`config.mk`:
```
export PLATFORM = sky130hd
export DESIGN_NAME = hamming_encode_stream
export DESIGN_NICKNAME = d
export VERILOG_FILES = /design/src/rtl/hamming_encode_stream.sv
export SDC_FILE = /design/constraint.sdc
export NUM_CORES = 1
export LEC_CHECK = 0
export ABC_AREA = 1
export CORE_MARGIN = 10
export CORE_UTILIZATION = 46
export DETAILED_ROUTE_END_ITERATION = 12
export PLACE_DENSITY = 0.76
export SLEW_MARGIN = 20
export SYNTH_ARGS = -nofsm -noshare
export SYNTH_HDL_FRONTEND = slang
export SYNTH_SLANG_ARGS = --single-unit
```
`constraint.sdc`:
```
create_clock -name clk -period 2.5 [get_ports clk]
set_input_delay 0.375 -clock clk [delete_from_list [all_inputs] [get_ports clk]]
set_output_delay 0.375 -clock clk [all_outputs]
set_load 0.05 [all_outputs]
```
`src/rtl/hamming_encode_stream.sv`:
```
// Two-stage streaming extended-Hamming (SECDED) encoder with valid/ready flow control,
// per-word XOR error injection and transfer/injection counters.
module hamming_encode_stream #(
  parameter  int DATA_WIDTH  = 32,
  // Smallest r with 2^r >= DATA_WIDTH + r + 1; exact for DATA_WIDTH >= 4.
  localparam int ADDR_WIDTH  = $clog2(DATA_WIDTH + $clog2(DATA_WIDTH) + 1),
  localparam int CODE_BITS   = ADDR_WIDTH + 1,
  localparam int CODED_WIDTH = DATA_WIDTH + CODE_BITS
) (
  input  logic                   clk,
  input  logic                   rst,
  input  logic                   in_valid,
  output logic                   in_ready,
  input  logic [DATA_WIDTH-1:0]  in_data,
  input  logic [CODED_WIDTH-1:0] inj_mask,
  output logic                   out_valid,
  input  logic                   out_ready,
  output logic [CODED_WIDTH-1:0] out_data,
  output logic [15:0]            word_count,
  output logic [15:0]            inj_count
);

  // Scatter payload into non-power-of-2 positions and fill Hamming parity at 2^k; bit 0 left clear.
  function automatic logic [CODED_WIDTH-1:0] f_scatter_parity(input logic [DATA_WIDTH-1:0] d);
    logic [CODED_WIDTH-1:0] c;
    logic                   p;
    int                     j;
    c = '0;
    j = 0;
    for (int pos = 1; pos < CODED_WIDTH; pos++) begin
      if ((pos & (pos - 1)) != 0) begin
        c[pos] = d[j];
        j++;
      end
    end
    for (int k = 0; k < ADDR_WIDTH; k++) begin
      p = 1'b0;
      for (int pos = 1; pos < CODED_WIDTH; pos++) begin
        if ((((pos >> k) & 1) == 1) && ((pos & (pos - 1)) != 0))
          p = p ^ c[pos];
      end
      c[1 << k] = p;
    end
    return c;
  endfunction

  // Overall parity over the finished Hamming word, then the injection mask on top.
  function automatic logic [CODED_WIDTH-1:0] f_seal(input logic [CODED_WIDTH-1:0] c,
                                                    input logic [CODED_WIDTH-1:0] m);
    logic [CODED_WIDTH-1:0] s;
    s    = c;
    s[0] = ^c[CODED_WIDTH-1:1];
    return s ^ m;
  endfunction

  logic                   w_adv1;
  logic                   w_adv2;
  logic                   w_out_fire;

  logic                   r_s1_valid;
  logic [CODED_WIDTH-1:0] r_s1_code;
  logic [CODED_WIDTH-1:0] r_s1_mask;
  logic                   r_s2_valid;
  logic                   r_s2_inj;
  logic [CODED_WIDTH-1:0] r_out_data;
  logic [15:0]            r_word_count;
  logic [15:0]            r_inj_count;

  assign w_adv2     = !r_s2_valid || out_ready;
  assign w_adv1     = !r_s1_valid || w_adv2;
  assign w_out_fire = r_s2_valid && out_ready;

  assign in_ready   = w_adv1 && !rst;
  assign out_valid  = r_s2_valid && !rst;
  assign out_data   = r_out_data;
  assign word_count = r_word_count;
  assign inj_count  = r_inj_count;

  always_ff @(posedge clk) begin
    if (rst) begin
      r_s1_valid   <= 1'b0;
      r_s2_valid   <= 1'b0;
      r_s2_inj     <= 1'b0;
      r_word_count <= '0;
      r_inj_count  <= '0;
    end else begin
      if (w_adv1) r_s1_valid <= in_valid;
      if (w_adv2) begin
        r_s2_valid <= r_s1_valid;
        r_s2_inj   <= r_s1_valid && (|r_s1_mask);
      end
      if (w_out_fire) begin
        r_word_count <= r_word_count + 16'd1;
        if (r_s2_inj) r_inj_count <= r_inj_count + 16'd1;
      end
    end
  end

  // Stage 1: scattered data + Hamming parity, mask captured alongside
  always_ff @(posedge clk) begin
    if (w_adv1 && in_valid) begin
      r_s1_code <= f_scatter_parity(in_data);
      r_s1_mask <= inj_mask;
    end
  end

  // Stage 2: overall parity and injection, held while downstream stalls
  always_ff @(posedge clk) begin
    if (rst) begin
      r_out_data <= '0;
    end else if (w_adv2 && r_s1_valid) begin
      r_out_data <= f_seal(r_s1_code, r_s1_mask);
    end
  end

endmodule

```
After elaboration in Yosys (flattened, before gate mapping):

Cells that the tools add are included.
W data, S select, Z words.

* output and inout bits: 73
* word-level logic and storage cells: 408
* register bits: 151

* mux-type cells: 238
* add/subtract/negate cells: 32
* reduce and logical (&&, ||, !) cells: 14
* bitwise logic cells: 85
* $lt $le $gt $ge: 31

Operators by type and width (number)
* $lt A32 B7 Y1 const B: 31
* $mux W32: 31
* $add A32 B2 Y32 const B: 30
* $mux W1: 176
* $bmux W1 S5: 31
* $xor A1 B1 Y1: 84
* $reduce_or A39 Y1: 1
* $xor A39 B39 Y39: 1
* $reduce_xor A38 Y1: 1
* $add A16 B1 Y16 const B: 2
* $logic_and A1 B1 Y1: 6
* $logic_not A1 Y1: 3
* $logic_or A1 B1 Y1: 2
* $reduce_and A2 Y1: 1

Longest topological paths before layout:

* word-level depth: 70
* mapped depth: 17

Worst setup path after synthesis:

OpenSTA, ideal clock, no wires.

* kind: input to register
* start point: in out_ready
* end point: reg r_s1_code[10], enable pin
* stages on the path: 4
* path slack: -15 ps
* path buffers: 0
* data required time: 2069 ps
* setup time: 431 ps
* arrival: 2084 ps
* cells stage by stage: nor2_1 > nand2_1 > nand2_1 > inv_1

* cells in the longest elaborated chain, start to end: 3

RTL lines
* start: declaration: RTL line 17 `input logic out_ready,`
* $logic_or A1 B1 Y1: RTL line 69 `assign w_adv2 = !r_s2_valid || out_ready;`
* $logic_or A1 B1 Y1: RTL line 70 `assign w_adv1 = !r_s1_valid || w_adv2;`
* $logic_and A1 B1 Y1: RTL line 101 `if (w_adv1 && in_valid) begin`
* end signal: assignment: RTL line 102 `r_s1_code <= f_scatter_parity(in_data);`
* end: declaration: RTL line 61 `logic [CODED_WIDTH-1:0] r_s1_code;`

No other way between the ends.
A chain may end at the register's enable or synchronous reset.

Worst setup path in the final report:

* start point: reg r_inj_count[8], in the netlist inj_count[8]
* end point: out inj_count[8]

RTL lines
* start: declaration: RTL line 67 `logic [15:0] r_inj_count;`
* start signal: assignment: RTL line 94 `if (r_s2_inj) r_inj_count <= r_inj_count + 16'd1;`
* end: declaration: RTL line 20 `output logic [15:0] inj_count`

No word-level cell between the ends.

==> metrics <==
status=complete, no violations; DRT Pass-1 Iters=4; Synth Cell Area=~6900 um2; FP Rows=44; Vias=5163; H-tree depth=4; setup violators final=0; class of the worst hold path=reg -> reg; largest family of logic cells by synthesized area=XOR/XNOR gates; DR iter-0 viols=between 300 and 400; Design Power=6880 uW; Post-synth EDFFs=77; Final HPWL DP=12500 um; Post-Synth XOR/XNOR Area=0.178; # diodes=0; first-pass GRT wire length=26600 um; Die Width=around 140 um; remaining antenna violation count after routing=0; Worst-path clk slew=60 ps; die area=20200 um2; post-route setup TNS=0 ps; Synth Area in Adders=0.00365; syn avg cell area=9.90 um2; Post-synth top flop=edfxtp_1; Synth Warn #=0; main area contributors after synthesis=edfxtp_1 34%, dfxtp_1 22%, xnor2_1 13%, nand2_1 6.2%, xor2_1 5.1%; CP endpoint kind=output port; WP buf/inv=1; power per cell area=around 750 nW/um2; core area=~15000 um2; synthesized flop and latch total=151; post-synthesis mux area share=0; CTS buffer count=17; CTS tree=built; fin nets=924; # fillers=around 1200; Final period util=0.833; final hold vios=0; crit-path cells=clkdlybuf4s50_1; global route total overflow=0; DR vias/cell=~4.9; I/O pin cnt=between 100 and 150; Die Ht=roughly 140 um; Worst slew margin=0.612; sequential cell area=between 3000 and 4000 um2; cts-stage hold buffer count=0; Root Driver=clkbuf_16; RSZ-0062 raised after global routing=no; worst-margin pin slew=581 ps; commonest cells in the netlist=113 x nand2_1, 99 x xnor2_1, 77 x edfxtp_1; total track usage=0.166; share of layout cells above drive strength 1=0.0698; Worst EP required=2120 ps; Initial Util=0.470; final WL=16500 um; clk sink count=151; MaxCap Viol Count=0; CP peak stage delay=roughly 850 ps; CP top delay family=buffers and inverters; crit path max-delay cell type=clkdlybuf4s50_1; Seq/Total Area, Yosys=0.554; synthesized netlist cell count=approximately 700; largest net degree at the start of global routing=80; worst setup path class=reg -> out; initial antenna violation count=0; Post-Synth Simple-Gate Area=0.131; Final min period=2080 ps; detailed-route DRC error count=0; crit path launch type=flip-flop; Setup Fix Bufs, Post-CTS=0; Layout Skew=approximately 4.1 ps; fmax=0.480 GHz; area share of the largest cell type after synthesis=0.338; asr flop ratio synth=0; Critical Path AT=1710 ps; Compound-Gate Fraction of Synth Area=0.0926; VDD IR max=564 uV; multi-input logic area=2780 um2; Clock Tree Buf Depth=2; port bufs=147; Post-CTS Resized=0; Syn-to-layout area delta=34.1%; per-cell routed wire length=15.8 um; vias in the first global route=5296; most frequent cell after synthesis=nand2_1; clk_lat worst skew=420 ps; Mapped Nets=769; Yosys cell types=32; Pins Over Slew Limit=0; leakage=roughly 0.0034 uW; Yosys top cell by area=edfxtp_1; crit-path max FO=7; gpl congestion=0.801
==> flip-flops by register name, indices dropped and copies added (netlist names) <==
| register | flops |
|---|---|
| inj_count | 16 |
| out_data | 39 |
| r_s1_code | 38 |
| r_s1_mask | 39 |
| r_s1_valid | 1 |
| r_s2_inj | 1 |
| r_s2_valid | 1 |
| word_count | 16 |
==> cell families after synthesis <==
logic type / Yosys count
AND/OR/NAND/NOR: 203
flip-flops: 151
XOR/XNOR: 139
AO/OA/AOI/OAI: 123
buffers and inverters: 74
adder cells (fa/ha/maj): 2
==> per-stage QoR <==
step / utilization / hold slack, ps / setup slack, ps / std cells / cell area, um2
2_1_floorplan: - / 463 / 206 / 692 / 6850
3_3_place_gp: 0.589 / 462 / 314 / 1012 / 8590
3_5_place_dp: 0.589 / 475 / 310 / 1012 / 8590
4_1_cts: 0.630 / 486 / 385 / 1044 / 9190
5_1_grt: 0.630 / 490 / 327 / 1044 / 9190
6_report: 0.630 / 478 / 419 / 1044 / 9190
==> metal layers <==
layer / GRT usage / share of wire / vias up
met5: 0 / 0 / -
met4: 0.0559 / 0.012 / 0
met3: 0.0537 / 0.082 / 18
met2: 0.273 / 0.48 / 155
met1: 0.201 / 0.42 / 2377
li1: - / - / 2613
==> power breakdown <==
part	switching (uW)	total (uW)	internal [uW]	leakage, uW
Combinational	732	1320	592	0.00175
Clock	1030	2600	1570	0.000286
Sequential	149	2960	2810	0.00136
Total	1910	6880	4970	0.00339
==> final timing paths <==
kind                        from             end  slack (ps)  cells after the start
setup / recovery    inj_count[8]    inj_count[8]         420                      1
hold / removal    word_count[15]  word_count[15]         480                      2
setup reg to reg    inj_count[0]   inj_count[14]         680                     10
hold reg to reg   word_count[15]  word_count[15]         480                      2
==> layout make-up <==
| type | count | share of cell area |
|---|---|---|
| clock buffer | 17 | 0.0463 |
| clock inverter | 15 | 0.0191 |
| inverter | 57 | 0.0238 |
| multi-input combinational | 467 | 0.303 |
| sequential | 151 | 0.413 |
| tap | 184 | 0.0251 |
| timing repair buffer | 153 | 0.170 |
==> layout by cell type, fill, tap and decap left out <==
master,netlist,layout
nand3_1,11,11
buf_4,0,4
nand2_4,1,1
nand3_2,1,1
nand2_1,113,113
inv_6,0,3
clkinv_1,1,1
nor2_4,1,2
edfxtp_1,77,77
buf_12,0,4
inv_1,54,53
ha_1,2,2
nor4_1,11,11
nand3b_1,1,1
nand4_1,5,5
dfxtp_1,74,74
o21a_1,4,4
nor3_2,3,3
or2_2,1,1
nor2_1,35,34
clkbuf_16,0,17
clkdlybuf4s50_1,0,145
o31ai_1,1,1
nor3_1,11,11
clkinv_2,1,5
xor2_1,40,40
clkinvlp_4,0,5
nor2_2,6,6
a21oi_1,63,63
and3_1,1,1
inv_2,1,1
nand2_2,2,2
xnor2_1,99,99
o21ai_1,1,1
clkinv_4,0,1
o21ai_0,53,53
o221a_2,1,1
bufinv_16,0,3
Note: power is estimated with default switching activity, not from simulation.
